<file path="src/rtl/dmem_pkg.sv">
// Shared types and constants for the data-memory arbiter slice.
package dmem_pkg;

   // Access size encoding as presented by both requesters.
   typedef enum logic [1:0] {
      SZ_BYTE = 2'b00,
      SZ_HALF = 2'b01,
      SZ_WORD = 2'b10,
      SZ_RSVD = 2'b11
   } size_e;

   // Arbiter state: which port received the most recent grant.
   typedef enum logic {
      LAST_P0 = 1'b0,
      LAST_P1 = 1'b1
   } last_e;

   localparam int NUM_PORTS = 2;
   localparam int NUM_LANES = 4;

endpackage

</file>
<file path="src/rtl/dmem_lane_steer.sv">
// Byte-lane steering for one access: byte enables, replicated store data,
// alignment check and sign/zero extension of the addressed load lane(s).
module dmem_lane_steer
   import dmem_pkg::*;
(
   input  logic [1:0]           size_i,
   input  logic [1:0]           offset_i,
   input  logic                 unsigned_i,
   input  logic [31:0]          wdata_i,
   input  logic [31:0]          rdata_i,
   output logic [NUM_LANES-1:0] be_o,
   output logic [31:0]          wdata_o,
   output logic                 misaligned_o,
   output logic [31:0]          rdata_o
);

   size_e       size;
   logic [7:0]  byte_v;
   logic [15:0] half_v;

   assign size = size_e'(size_i);

   // Decode size/offset into lane enables, steered data and extended load data.
   always_comb begin
      be_o         = '0;
      wdata_o      = '0;
      misaligned_o = 1'b0;
      rdata_o      = '0;
      byte_v       = 8'(rdata_i >> {offset_i, 3'b000});
      half_v       = offset_i[1] ? rdata_i[31:16] : rdata_i[15:0];
      case (size)
         SZ_BYTE: begin
            be_o    = 4'b0001 << offset_i;
            wdata_o = {4{wdata_i[7:0]}};
            rdata_o = {{24{byte_v[7] & ~unsigned_i}}, byte_v};
         end
         SZ_HALF: begin
            misaligned_o = offset_i[0];
            be_o         = offset_i[1] ? 4'b1100 : 4'b0011;
            wdata_o      = {2{wdata_i[15:0]}};
            rdata_o      = {{16{half_v[15] & ~unsigned_i}}, half_v};
         end
         SZ_WORD: begin
            misaligned_o = |offset_i;
            be_o         = 4'b1111;
            wdata_o      = wdata_i;
            rdata_o      = rdata_i;
         end
         default: begin
            misaligned_o = 1'b1;
         end
      endcase
   end

endmodule

</file>
<file path="src/rtl/dmem_arbiter.sv">
// Two-port arbiter in front of a single-ported byte-addressed data memory.
// Handshake: a request transfers in the cycle where req_valid_i[p] and
// req_ready_o[p] are both high; the requester holds its request stable until
// then. The response pulses rsp_valid_o[p] for one cycle, one cycle after
// acceptance, and cannot be back-pressured.
module dmem_arbiter
   import dmem_pkg::*;
#(
   parameter int ADDR_WIDTH   = 32,
   parameter int DATA_WIDTH   = 32,
   parameter int FIXED_PRIO   = 0,
   parameter int STARVE_LIMIT = 8
) (
   input  logic                                 clk_i,
   input  logic                                 rst_n_i,
   input  logic [NUM_PORTS-1:0]                 req_valid_i,
   output logic [NUM_PORTS-1:0]                 req_ready_o,
   input  logic [NUM_PORTS-1:0]                 req_we_i,
   input  logic [NUM_PORTS-1:0][1:0]            req_size_i,
   input  logic [NUM_PORTS-1:0]                 req_unsigned_i,
   input  logic [NUM_PORTS-1:0][ADDR_WIDTH-1:0] req_addr_i,
   input  logic [NUM_PORTS-1:0][DATA_WIDTH-1:0] req_wdata_i,
   output logic [NUM_PORTS-1:0]                 rsp_valid_o,
   output logic                                 rsp_err_o,
   output logic [DATA_WIDTH-1:0]                rsp_rdata_o,
   output logic                                 mem_en_o,
   output logic                                 mem_wen_o,
   output logic [ADDR_WIDTH-1:0]                mem_addr_o,
   output logic [NUM_LANES-1:0]                 mem_be_o,
   output logic [DATA_WIDTH-1:0]                mem_wdata_o,
   input  logic [DATA_WIDTH-1:0]                mem_rdata_i,
   output logic                                 dbg_last_grant_o
);

   localparam int CNT_W = $clog2(STARVE_LIMIT + 1);

   last_e                  last_q, last_d;
   logic [CNT_W-1:0]       starve_q, starve_d;
   logic                   grant_valid;
   logic                   grant_idx;
   logic                   sel_we;
   logic [1:0]             sel_size;
   logic                   sel_unsigned;
   logic [ADDR_WIDTH-1:0]  sel_addr;
   logic [DATA_WIDTH-1:0]  sel_wdata;
   logic [NUM_LANES-1:0]   be;
   logic [DATA_WIDTH-1:0]  steer_wdata;
   logic [DATA_WIDTH-1:0]  ext_rdata;
   logic                   misaligned;
   logic [NUM_PORTS-1:0]   rsp_valid_q;
   logic                   rsp_err_q;
   logic [DATA_WIDTH-1:0]  rsp_rdata_q;

   // Grant selection plus next-state of last-grant and starvation counter.
   always_comb begin
      grant_valid = rst_n_i & (|req_valid_i);
      grant_idx   = req_valid_i[1];
      if (req_valid_i == 2'b11) begin
         if (FIXED_PRIO != 0) grant_idx = (starve_q == CNT_W'(STARVE_LIMIT));
         else                 grant_idx = (last_q == LAST_P0);
      end
      req_ready_o = '0;
      if (grant_valid) req_ready_o[grant_idx] = 1'b1;
      last_d = last_q;
      if (grant_valid) last_d = last_e'(grant_idx);
      starve_d = '0;
      if (req_valid_i[1] && !(grant_valid && grant_idx))
         starve_d = (starve_q == CNT_W'(STARVE_LIMIT)) ? starve_q : starve_q + CNT_W'(1);
   end

   assign sel_we       = req_we_i[grant_idx];
   assign sel_size     = req_size_i[grant_idx];
   assign sel_unsigned = req_unsigned_i[grant_idx];
   assign sel_addr     = req_addr_i[grant_idx];
   assign sel_wdata    = req_wdata_i[grant_idx];

   dmem_lane_steer u_steer (
      .size_i       (sel_size),
      .offset_i     (sel_addr[1:0]),
      .unsigned_i   (sel_unsigned),
      .wdata_i      (sel_wdata),
      .rdata_i      (mem_rdata_i),
      .be_o         (be),
      .wdata_o      (steer_wdata),
      .misaligned_o (misaligned),
      .rdata_o      (ext_rdata)
   );

   // Errored accesses never reach memory; idle cycles drive no enables.
   assign mem_en_o    = grant_valid & ~misaligned;
   assign mem_wen_o   = mem_en_o & sel_we;
   assign mem_be_o    = mem_en_o ? be : '0;
   assign mem_addr_o  = {sel_addr[ADDR_WIDTH-1:2], 2'b00};
   assign mem_wdata_o = steer_wdata;

   // Arbiter state register; port 0 wins the first tie after reset.
   always_ff @(posedge clk_i) begin
      if (!rst_n_i) begin
         last_q   <= LAST_P1;
         starve_q <= '0;
      end else begin
         last_q   <= last_d;
         starve_q <= starve_d;
      end
   end

   // Response registers; load data only updates on a grant and holds otherwise.
   always_ff @(posedge clk_i) begin
      if (!rst_n_i) begin
         rsp_valid_q <= '0;
         rsp_err_q   <= 1'b0;
         rsp_rdata_q <= '0;
      end else begin
         rsp_valid_q <= req_ready_o;
         rsp_err_q   <= grant_valid & misaligned;
         if (grant_valid) rsp_rdata_q <= (!sel_we && !misaligned) ? ext_rdata : '0;
      end
   end

   // A response still in flight when reset asserts is suppressed immediately.
   assign rsp_valid_o      = rsp_valid_q & {NUM_PORTS{rst_n_i}};
   assign rsp_err_o        = rsp_err_q;
   assign rsp_rdata_o      = rsp_rdata_q;
   assign dbg_last_grant_o = last_q;

endmodule

</file>
<file path="config.mk">
export PLATFORM = sky130hd
export DESIGN_NAME = dmem_arbiter
export DESIGN_NICKNAME = d
export VERILOG_FILES = /design/src/rtl/dmem_pkg.sv /design/src/rtl/dmem_lane_steer.sv /design/src/rtl/dmem_arbiter.sv
export SDC_FILE = /design/constraint.sdc
export NUM_CORES = 1
export LEC_CHECK = 0
export CAP_MARGIN = 20
export CORE_AREA = 2 2 108 110
export CTS_CLUSTER_DIAMETER = 40
export DETAILED_ROUTE_END_ITERATION = 16
export DIE_AREA = 0 0 110 112
export HOLD_SLACK_MARGIN = 0.03
export PLACE_DENSITY = 0.74
export SETUP_SLACK_MARGIN = 0.3
export SLEW_MARGIN = 20
export SYNTH_ARGS = -nofsm -noshare
export SYNTH_HDL_FRONTEND = slang
export SYNTH_HIERARCHICAL = 1
export SYNTH_SLANG_ARGS = --single-unit
</file>
<file path="constraint.sdc">
create_clock -name clk_i -period 10.25 [get_ports clk_i]
set_input_delay 2.05 -clock clk_i [delete_from_list [all_inputs] [get_ports clk_i]]
set_output_delay 2.05 -clock clk_i [all_outputs]
set_load 0.02 [all_outputs]
</file>
==> impl_results.md, run 1 <==
* Routed len/inst at 17.7 um
* Lkg Pwr at 2.47 nW
* Post-cts sizing count at 0
* # clock sinks at 36
* Core footprint at 0.0112 mm2
* ANT nets after route at 0
* Max_cap viols at 0
* TritonCTS buffer count at 5
* Ys flop type: dfxtp_1
* Post-synth ARST share at 0%
* Total GRT Usage at 22.8%
* Die width at 110 um
* Initial antenna violation count at 2
* CP Max Fanout at 43
* Design Power at 611 uW
* DR iter-0 viols at 225
* Final hold violations at 0
* Hold buffers post-CTS at 0
* Worst-path clk slew at 0.06 ns
* First-pass DRT Iterations at 5
* # DRC at 0
* Tightest Hold Check Type: register to register
* VDD IR max at 0.0720 mV
* CP required at 8.20 ns
* Crit path DAT at 5.74 ns
* Clock Latency Late Sink at 0.28 ns
* Number of global-route vias before repair at 4278
* Htree depth at 2
* Routability cong. at 0.932
* Clk root buf: clkbuf_16
* Fmax at 128 MHz
* Yosys warning total at 6
* First-pass GRT wire length at 22.0 mm
* Maximum clock insertion buffer count at 2
* Layout area overhead at 76.0%
* Final slew viol count at 0
* Critical path class: input pin to output pin
* PD cells at 96.8 mW/mm2
* Input/output buffers at 277
* Post-Syn Instances at 468
* Postcts setup bufs at 0
* Nets@finish at 859
* Setup_tns at 0 ns
* Final setup vio count at 0
* Sequential fraction of the synthesis area at 20.1%
* R2R setup slack at 6.98 ns
* IO Pins at 280
* Post-synth EDFFs at 0
* Row count at 39
* TritonCTS clock tree: done
* Largest net degree at the start of global routing at 44
* Post-route minimum period at 7.79 ns
* Initial Util at 32.1%
* Die area at 0.0123 mm2
* Critical Path Sink Type: output pin
* Vias at 4194
* Post-route clock period utilization at 76.0%
* Via density per instance at 5.03
* Post-synthesis cell type count at 35
* HPWL Detailed at 12.1 mm
* Status: complete, no violations
* CP Launch Point: req_valid_i[1]
* Detailed Route WL at 14.7 mm
* Die Y at 112 um
* Clock Skew at 0.00457 ns
* Post-synth design cell area at 0.00359 mm2
* Syn avg cell area at 7.67 um2
* Worst Hold Launch: rsp_rdata_o[23]$_SDFFE_PN0N_
* RSZ-0062 raised after global routing: no
* Register bit total from synthesis at 36
* Startpoint types: input pin
* Max-slew headroom at 25.7%
* Layout cells sized above 1 at 13.8%
* Tightest Pin Transition at 1.11 ns
* Reg-to-Reg Start: dbg_last_grant_o$_SDFFE_PN1N_
* Congestion Overflow GR at 0
cells by family (layout without fill, tap and decap cells):
kind of cell / Yosys count / in the layout / share of synthesized area [%]
flops: 36 / 36 / 20.1
other cells: 1 / 4 / 0.104
simple gates: 117 / 117 / 15.5
buf+inv: 116 / 335 / 16.7
mux: 78 / 78 / 24.7
compound gates: 120 / 120 / 22.9
state kept, by name, summed over array words and instances (netlist names):
name,count
dbg_last_grant_o,1
rsp_err_o,1
rsp_rdata_o,32
rsp_valid_q,2
cell usage after synthesis (2+ instances only):
cell type   n  area [um2]
clkbuf_1   23        86.3
dfxtp_1    36         721
nand2_1    65         244
mux2i_1     2        20.0
a211o_1    16         140
o211ai_1    7        52.6
nand2b_1    2        12.5
o31ai_1    32         240
buf_4      34         255
buf_1       2        7.51
nor2_1     10        37.5
buf_6       2        22.5
buf_2       9        45.0
a21oi_1    24         120
nor2b_1     9        56.3
o311ai_0    7        61.3
a21o_1      8        60.1
inv_1      45         169
mux2_2     75         845
nand4_1     7        43.8
o21ai_0    21         105
nor3b_1     3        22.5
and2_1     17         106
routing by layer:
metal  part of all wire, %  global-route usage, %  vias up
li1                      -                      -     2027
met1                    38                   26.2     1935
met2                    51                   39.8      201
met3                   7.8                   5.39       31
met4                   2.7                   9.62        0
met5                     0                      0        -
power breakdown:
part	total, mW	switching, mW	internal (mW)
Clock	0.144	0.0551	0.0893
Sequential	0.148	0.00303	0.145
Combinational	0.319	0.150	0.169
cell type report:
type                       count  area [um2]
antenna                        2        5.00
clock buffer                   5         125
clock inverter                 3        18.8
fill                        1050        4860
inverter                      45         169
multi-input combinational    317        2290
sequential                    36         721
tap                          143         179
timing repair buffer         282        2810
cells in the final DEF (no fill, tap or decap):
master and instances:
clkdlybuf4s50_1 277, nand4_1 7, a32o_1 1, clkbuf_16 5
nand2b_1 2, mux2i_1 2, clkinv_4 1, o31ai_1 32
nor3b_1 2, diode_2 2, nor2_2 1, clkinv_2 2
nand3_1 1, a21boi_4 1, a31oi_1 1, o21ai_0 21
nor2b_1 8, dfxtp_1 36, a21oi_1 24, nor3b_2 1
inv_1 45, and3_4 1, a21o_1 8, conb_1 2
buf_4 5, a211o_1 16, mux2_2 75, nor3_1 1
nor2_1 9, o311ai_0 7, nor4_2 1, o21ai_1 1
o211ai_1 7, a221o_1 1, nand2_1 65, and2_1 17
mux4_2 1, nor2b_2 1
critical path: stages:
cell	delay, ns
clkdlybuf4s50_1	0.58
a21boi_4	0.22
mux2_2	0.70
inv_1	0.37
nor2_2	0.93
a21o_1	0.24
clkdlybuf4s50_1	0.61
metrics by stage:
step	setup WS (ns)	hold slack [ns]	cell area, um2	instances	util [%]
detailed placement	2.42	0.444	6170	823	55.2
CTS	2.41	0.456	6310	831	56.5
floorplan	3.81	0.532	3590	469	-
global route	2.25	0.473	6320	833	56.5
global placement	2.54	0.443	6170	823	55.2
finish	2.46	0.451	6320	833	56.5
path summary, 6_finish.rpt:
check	end	cells past startpoint
worst max-delay path	mem_wdata_o[16]	7
worst min-delay path	rsp_rdata_o[23]$_SDFFE_PN0N_	2
worst max register to register	rsp_rdata_o[15]$_SDFFE_PN0N_	7
worst min register to register	rsp_rdata_o[23]$_SDFFE_PN0N_	2
No activity file was read; power rests on OpenSTA's default activity.
==> run 2, diff against run 1 <==
CORE_AREA = default   (was 2 2 108 110)
CORE_MARGIN = 2   (was default)
CORE_UTILIZATION = 31   (was default)
DIE_AREA = default   (was 0 0 110 112)
PLACE_DENSITY = 0.75   (was 0.74)
clock period = 6.4 ns   (was 10.25 ns; I/O delays follow)
==> run 2 against run 1 <==
Compared with the run above:
- total power grew 63%
- utilization shrank 0.52 points
- critical path depth grew 1
- sequential share of layout area shrank 0.092 points
- hold slack gained 0.0012 ns
- critical path type unchanged
- largest power group unchanged
- setup slack lost 1.8 ns
- die area grew 1.1%
- highest routed layer is now met5
==> impl_results.md, run 2 (synthesis results as in run 1) <==
* Layout area overhead at 77.4%
* Initial Util at 31.6%
* CP required at 5.12 ns
* Htree depth at 2
* Congestion Overflow GR at 0
* Placed insts at 830
* TritonCTS clock tree: done
* TritonCTS buffer count at 5
* Routability cong. at 0.934
* Total GRT Usage at 24.2%
* Row count at 39
* Via density per instance at 5.03
* HPWL Detailed at 13.3 mm
* Largest net degree at the start of global routing at 35
* Max_cap viols at 0
* Most frequent cells in the layout: 274 x clkdlybuf4s50_1, 75 x mux2_2, 65 x nand2_1, 45 x inv_1, 36 x dfxtp_1
* DR iter-0 viols at 205
* CP Max Fanout at 34
* # DRC at 0
* Die Y at 112 um
* Core footprint at 0.0114 mm2
* Clock Skew at 0.00334 ns
* Max-slew headroom at 56.0%
* Post-route setup slack at 0.620 ns
* Worst-path clk slew at 0.05 ns
* RSZ-0062 raised after global routing: no
* R2R setup slack at 3.44 ns
* Nets@finish at 866
* Status: complete, no violations
* Setup_tns at 0 ns
* Worst Hold Launch: rsp_rdata_o[22]$_SDFFE_PN0N_
* Crit path DAT at 4.50 ns
* VDD IR max at 0.105 mV
* Reg-to-Reg Start: dbg_last_grant_o$_SDFFE_PN1N_
* Final slew viol count at 0
* First-pass GRT wire length at 23.8 mm
* Maximum clock insertion buffer count at 2
* Max reg flops at 32
* Startpoint types: input pin
* Final Non-Filler Cells at 840
* Die width at 112 um
* Detailed Route WL at 15.9 mm
* Final hold violations at 0
* Layout cells sized above 1 at 15.0%
* Critical Path Sink Type: output pin
* Critical path class: input pin to output pin
* Tightest Pin Transition at 0.659 ns
* Pre-CTS setup slack at 0.486 ns
* # clock sinks at 36
* ANT nets after route at 0
* Post-route clock period utilization at 90.3%
* Input/output buffers at 277
* Initial antenna violation count at 4
* Hold path endpoint: rsp_rdata_o[22]$_SDFFE_PN0N_
* Post-route minimum period at 5.78 ns
* Fmax at 173 MHz
* Die area at 0.0125 mm2
* IO Pins at 280
* Final setup vio count at 0
* Leading cell type in the layout, fill and taps excluded: clkdlybuf4s50_1
* Lkg Pwr at 2.51 nW
* First-pass DRT Iterations at 9
* PD cells at 157 mW/mm2
* Clk root buf: clkbuf_16
* Vias at 4227
* Postcts setup bufs at 0
* Min-Delay Path Depth at 2
* Clock Latency Late Sink at 0.28 ns
* Tightest Hold Check Type: register to register
* RR Endpoint: rsp_rdata_o[5]$_SDFFE_PN0N_
* R2R depth at 8
* Number of global-route vias before repair at 4252
* WHS at 0.453 ns
* Routed len/inst at 18.9 um
* Final core occ at 56.0%
run 2: cell count changes in the layout (fill, tap and decap cells not counted), sizes merged:
cell           previous run  this run
clkinvlp                  0         1
clkbuf                    5         7
clkdlybuf4s50           277       274
clkinv                    3         0
buf                       5        15
run 2: critical path, cell delays in order:
cell,delay [ns]
clkdlybuf4s50_1,0.61
a21boi_4,0.48
mux2_2,0.63
inv_1,0.25
nor2_2,0.44
a21oi_1,0.07
and2_1,0.16
clkdlybuf4s50_1,0.56
run 2: final cells by class:
type / count / area, um2
multi-input cells: 317 / 2290
flip-flops and latches: 36 / 721
diodes: 2 / 5.00
inverters: 45 / 169
fillers: 1069 / 5000
repair buffers: 289 / 2860
well taps: 143 / 179
clock buffers: 7 / 143
clock inverters: 1 / 7.51
run 2: per-stage QoR:
step / area (um2) / power [mW]
5_1_grt: 6360 / 1.04
3_5_place_dp: 6210 / 0.759
3_3_place_gp: 6210 / 0.752
2_1_floorplan: 3590 / 0.520
6_report: 6370 / 0.998
4_1_cts: 6360 / 1.00
run 2: how the worst max path moves through the flow:
stage | from | to | slack (ns) | cells past startpoint
after floorplan | req_valid_i[1] | mem_be_o[0] | 1.50 | 13
after global placement | req_valid_i[1] | mem_be_o[0] | 0.66 | 8
after detailed placement | req_valid_i[1] | mem_be_o[0] | 0.49 | 8
after CTS | req_valid_i[1] | mem_be_o[0] | 0.47 | 8
after global routing | req_valid_i[1] | mem_be_o[3] | 0.42 | 10
final | req_valid_i[1] | mem_be_o[3] | 0.62 | 8
run 2: layer usage:
layer / track usage [%] / routed length, um
met1: 29.5 / 6460
met2: 41.6 / 7610
met3: 7.68 / 1510
met4: 6.01 / 269
met5: 0 / 13
run 2: repair_timing:
item                                   CTS  global route
endpoints found under the hold margin    0             0
hold buffers                             0             0
setup endpoints to repair                0             4
resized for setup                        0             1
run 2: where the power goes:
group	internal (mW)	total (mW)	switching [mW]
registers	0.233	0.238	0.00501
clock network	0.155	0.241	0.0862
logic	0.274	0.519	0.245
==> run 3, diff against run 2 <==
CORE_AREA = 2 2 109 111   (was default)
CORE_MARGIN = default   (was 2)
CORE_UTILIZATION = default   (was 31)
DIE_AREA = 0 0 111 113   (was default)
PLACE_DENSITY = 0.73   (was 0.75)
clock period = 6.3 ns   (was 6.4 ns; I/O delays follow)
==> run 3 against run 2 <==
Compared with the run above:
- sequential power up 2%
- hold slack lost 0.0021 ns
- utilization is 0.62 points higher
- combinational power about the same
- register-to-register slack gained 0.22 ns
- non-clock buffer count fell by 1
- clock power up 15%
- final cell count fell by 0.36%
- sequential share of layout area hardly changed
==> impl_results.md, run 3 (synthesis results as in run 1) <==
* IO Pins at 280
* P_sw at 338 uW
* Row count at 39
* R2R depth at 9
* Setup_tns at 0 ns
* Die Y at 113 um
* DR iter-0 viols at 177
* Postcts setup bufs at 0
* Post-route minimum period at 5.53 ns
* Sw frac at 32.5%
* Logic pwr share at 50.2%
* CP Max Fanout at 33
* HPWL Detailed at 12.1 mm
* GRT met2 Usage at 41.1%
* Pre-CTS setup slack at 0.696 ns
* # clock sinks at 36
* GR Layer Usage met1 at 25.8%
* Max-slew headroom at 54.0%
* Fmax at 181 MHz
* Most Crowded Layer GR: met2
* Largest net degree at the start of global routing at 43
* Critical Path Sink Type: output pin
* Min-Delay Path Depth at 2
* Max_cap viols at 0
* Layout cells sized above 1 at 14.4%
* Number of global-route vias before repair at 4217
* GR Util met3 at 6.21%
* Initial Util at 31.9%
* Final setup vio count at 0
* TritonCTS clock tree: done
* Htree depth at 2
* Most frequent cells in the layout: 277 x clkdlybuf4s50_1, 75 x mux2_2, 65 x nand2_1, 45 x inv_1, 36 x dfxtp_1
* Via density per instance at 4.97
* Internal power at 701 uW
* VDD IR max at 0.147 mV
* Post-route design area at 0.00638 mm2
* Status: complete, no violations
* Die area at 0.0125 mm2
* Initial antenna violation count at 0
* Multi-input gate area at 0.00229 mm2
* RSZ-0062 raised after global routing: no
* Die width at 111 um
* ANT nets after route at 0
* Diodes inserted at 0
* CP required at 5.04 ns
* Leading cell type in the layout, fill and taps excluded: clkdlybuf4s50_1
* Layout area overhead at 77.8%
* Max reg flops at 32
* Routability cong. at 0.910
* Vias at 4163
* Worst-path clk slew at 0.06 ns
* Clock Latency Late Sink at 0.27 ns
* Post-route clock period utilization at 87.8%
* Congestion Overflow GR at 0
* TritonCTS buffer count at 5
* Final slew viol count at 0
* Tightest Hold Check Type: register to register
* Maximum clock insertion buffer count at 2
* Clk root buf: clkbuf_16
* First-pass GRT wire length at 22.7 mm
* # DRC at 0
* Slowest cell on the critical path: clkdlybuf4s50_1
* Crit path DAT at 4.27 ns
* Placement-stage cell area at 0.00621 mm2
* Clk network pwr share at 26.6%
* First-pass DRT Iterations at 4
* Input/output buffers at 277
* Routed len/inst at 17.8 um
* Layout fillers at 1071
* Post-cts sizing count at 0
* Hold buffers post-CTS at 0
* Lkg Pwr at 2.51 nW
* FF/Latch Area at 721 um2
* Clock Skew at 0.00400 ns
* Detailed Route WL at 14.9 mm
* Flop pwr share at 23.3%
* Crit-path cells: clkdlybuf4s50_1, a21boi_4, mux2_2, buf_4, inv_1, nor2_1, nor2_1, and2_1, clkdlybuf4s50_1
* Post-route setup slack at 0.766 ns
* Total GRT Usage at 22.3%
* PD cells at 163 mW/mm2
* Startpoint types: input pin
* Core footprint at 0.0113 mm2
* Critical path class: input pin to output pin
* Final hold violations at 0
* CP peak stage delay at 0.58 ns
* Nets@finish at 865
* Tightest Pin Transition at 0.688 ns
==> run 3: cell count changes in the layout (fill, tap and decap cells not counted), sizes merged <==
cell	change
clkinv	+1
clkbuf	-2
clkdlybuf4s50	+3
buf	-4
diode	-2
bufinv	+1
==> run 3: final cells by class <==
class                      count  share of cell area, %
sequential                    36                   11.3
inverter                      45                   2.65
clock inverter                 3                  0.666
multi-input combinational    317                   35.9
clock buffer                   5                   1.96
timing repair buffer         288                   44.7
tap                          143                   2.80
==> run 3: worst paths after layout <==
| check | to | startpoint | slack, ns |
|---|---|---|---|
| setup / recovery | mem_be_o[2] | req_valid_i[1] | 0.77 |
| setup reg to reg | rsp_rdata_o[5]$_SDFFE_PN0N_ | dbg_last_grant_o$_SDFFE_PN1N_ | 3.66 |
| hold / removal | rsp_rdata_o[29]$_SDFFE_PN0N_ | rsp_rdata_o[29]$_SDFFE_PN0N_ | 0.45 |
| hold reg to reg | rsp_rdata_o[29]$_SDFFE_PN0N_ | rsp_rdata_o[29]$_SDFFE_PN0N_ | 0.45 |
==> run 3: worst max-delay path: cells and delay by family <==
kind	cells	cell delay, ns
compound gates	1	0.33
buf+inv	4	1.63
mux	1	0.25
simple gates	3	0.80
==> run 3: metal layers <==
| layer | share of wire (%) | wire length, um |
|---|---|---|
| met5 | 0 | 0 |
| met4 | 1.5 | 216 |
| met3 | 8.7 | 1290 |
| met2 | 51 | 7510 |
| met1 | 39 | 5850 |
==> run 3: stage by stage <==
step / util (%) / instances / hold slack, ns / power [mW]
final: 56.6 / 837 / 0.451 / 1.04
after global routing: 56.6 / 837 / 0.477 / 1.09
after CTS: 56.6 / 837 / 0.457 / 1.04
after detailed placement: 55.1 / 829 / 0.445 / 0.765
after global placement: 55.1 / 829 / 0.442 / 0.761
after floorplan: - / 469 / 0.532 / 0.528
==> run 3: power by group through the flow <==
stage / logic, mW / clock network (mW) / registers, mW
floorplan: 0.273 / 0 / 0.255
global placement: 0.514 / 0 / 0.246
CTS: 0.522 / 0.278 / 0.242
finish: 0.521 / 0.276 / 0.242
detailed placement: 0.518 / 0 / 0.246
global route: 0.556 / 0.290 / 0.242
==> edit: new RTL, flow settings as in run 2 <==
Make the reset (`rst_n_i`) asynchronous in 2 clocked blocks.
--- a/src/rtl/dmem_arbiter.sv
+++ b/src/rtl/dmem_arbiter.sv
@@ -96,3 +96,3 @@
    // Arbiter state register; port 0 wins the first tie after reset.
-   always_ff @(posedge clk_i) begin
+   always_ff @(posedge clk_i or negedge rst_n_i) begin
       if (!rst_n_i) begin
@@ -107,3 +107,3 @@
    // Response registers; load data only updates on a grant and holds otherwise.
-   always_ff @(posedge clk_i) begin
+   always_ff @(posedge clk_i or negedge rst_n_i) begin
       if (!rst_n_i) begin
Formal check against the unedited RTL: differs if rst_n_i is asserted again (counterexample within 4 cycles, from zero or initial values and one cycle with rst_n_i low); with rst_n_i held inactive, the same outputs for 10 cycles.
==> edit against run 2 <==
Worst setup slack gained 0.033 ns. Wire length grew 2.7%. Sequential share of layout area grew 2.3 points. Design area grew 3.9%. Sequential cell count is the same. Register-to-register slack lost 0.48 ns. Power grew 19%. Synthesized area grew 7.1%. Highest routed layer is now met4.
==> edit: results <==
group,metric,value,unit
placement,place_hpwl,13400,um
sta,fin_skew,0.00498,ns
logic_synthesis,synth_compound_area_frac,0.224,
logic_synthesis,yosysSeqAreaShare,0.235,
logic_synthesis,synthTopCellsByArea,"dfrtp_1, mux2_2, nand2_1, buf_4, o21ai_2",
routing,drt_wl_total,16300,um
layout,num-fill-cells,1127,
logic_synthesis,synth_mux_area_frac,0.236,
global_routing,grtUsageMet3,0.0411,
global_routing,grtUsageMet2,0.398,
logic_synthesis,synthArstFlopShare,1.00,
placement,dp_slack,0.705,ns
routing,drt_iter0_markers,210,
global_routing,grt_pass1_vias,4192,
setup_path,max_stage_delay,0.61,ns
global_routing,grt_max_degree,46,
cts,ctsHoldBuffers,0,
placement,port_buffers,277,
worst_hold_path,hold_class,"flip-flop to flip-flop",
power_and_ir_drop,max-vdd-ir-drop,97.6,uV
global_routing,grt_pass1_wl,23700,um
placement,globalplace.congestion,0.907,
logic_synthesis,yosys-top-cells-count,"nand2_1, mux2_2, buf_4",
layout,drive_gt1_frac,0.193,
sta,worstMarginPinSlew,0.762,ns
status,status,"finished, final reports clean",
logic_synthesis,synth_top_flop_cell,"dfrtp_1",
logic_synthesis,ys_types,37,
cts,path_clk_slew,0.06,ns
power_and_ir_drop,p_leak,2.67,nW
global_routing,grt_use_total,0.230,
layout,fin_nets,861,
routing,viasPerCell,4.99,
global_routing,grt_use_met1,0.304,
global_routing,antenna_found_initial,0,
layout,diodes,0,
routing,dr.pass1.iters,5,
## edit: kinds of logic after synthesis
kind of cell | count (synthesis)
AO/OA/AOI/OAI | 120
buffers and inverters | 81
flip-flops | 36
multiplexers | 79
other | 1
AND/OR/NAND/NOR | 147
## edit: tightest hold or removal path, cell delays in order (launching register included)
cell and delay (ns):
dfrtp_1 0.34, nand2_1 0.06, o21ai_2 0.05
## edit: final cells by class
class	count	area [um^2]	area share
timing repair buffer	288	2850	0.431
multi-input combinational	348	2450	0.370
sequential	36	902	0.136
tap	168	210	0.0318
clock buffer	5	125	0.0189
clock inverter	3	42.5	0.00643
inverter	10	37.5	0.00567
## edit: routing by layer
metal,share of wire,up-vias
met4,0.016,0
li1,-,2043
met3,0.070,21
met5,0,-
met1,0.43,2032
met2,0.48,188
## edit: path summary, 6_finish.rpt
path                                               from                           to  depth (start not counted)  slack (ns)
setup / recovery                         req_valid_i[1]                  mem_be_o[0]                          8        0.65
hold / removal              rsp_rdata_o[21]$_DFFE_PN0N_  rsp_rdata_o[21]$_DFFE_PN0N_                          2        0.48
setup reg to reg           dbg_last_grant_o$_DFFE_PN1N_  rsp_rdata_o[18]$_DFFE_PN0N_                          8        2.96
hold reg to reg             rsp_rdata_o[21]$_DFFE_PN0N_  rsp_rdata_o[21]$_DFFE_PN0N_                          2        0.48
max in group asynchronous                       rst_n_i  rsp_rdata_o[15]$_DFFE_PN0N_                          2        4.81
min in group asynchronous                       rst_n_i     rsp_valid_q[1]$_DFF_PN0_                          1        0.94
## edit: power by group through the flow
stage	Clock [mW]	Sequential [mW]	Combinational, mW
floorplan	0	0.288	0.342
global placement	0	0.265	0.639
detailed placement	0	0.265	0.646
CTS	0.278	0.262	0.649
global route	0.292	0.264	0.688
finish	0.277	0.262	0.648
## edit: metrics by stage
stage               utilization  hold WS [ns]  cell area, um^2  std cells
finish                    0.549         0.480             6620        858
global route              0.549         0.498             6620        858
CTS                       0.549         0.480             6620        858
detailed placement        0.535         0.467             6450        850
global placement          0.535         0.466             6450        850
floorplan                     -         0.563             3850        465
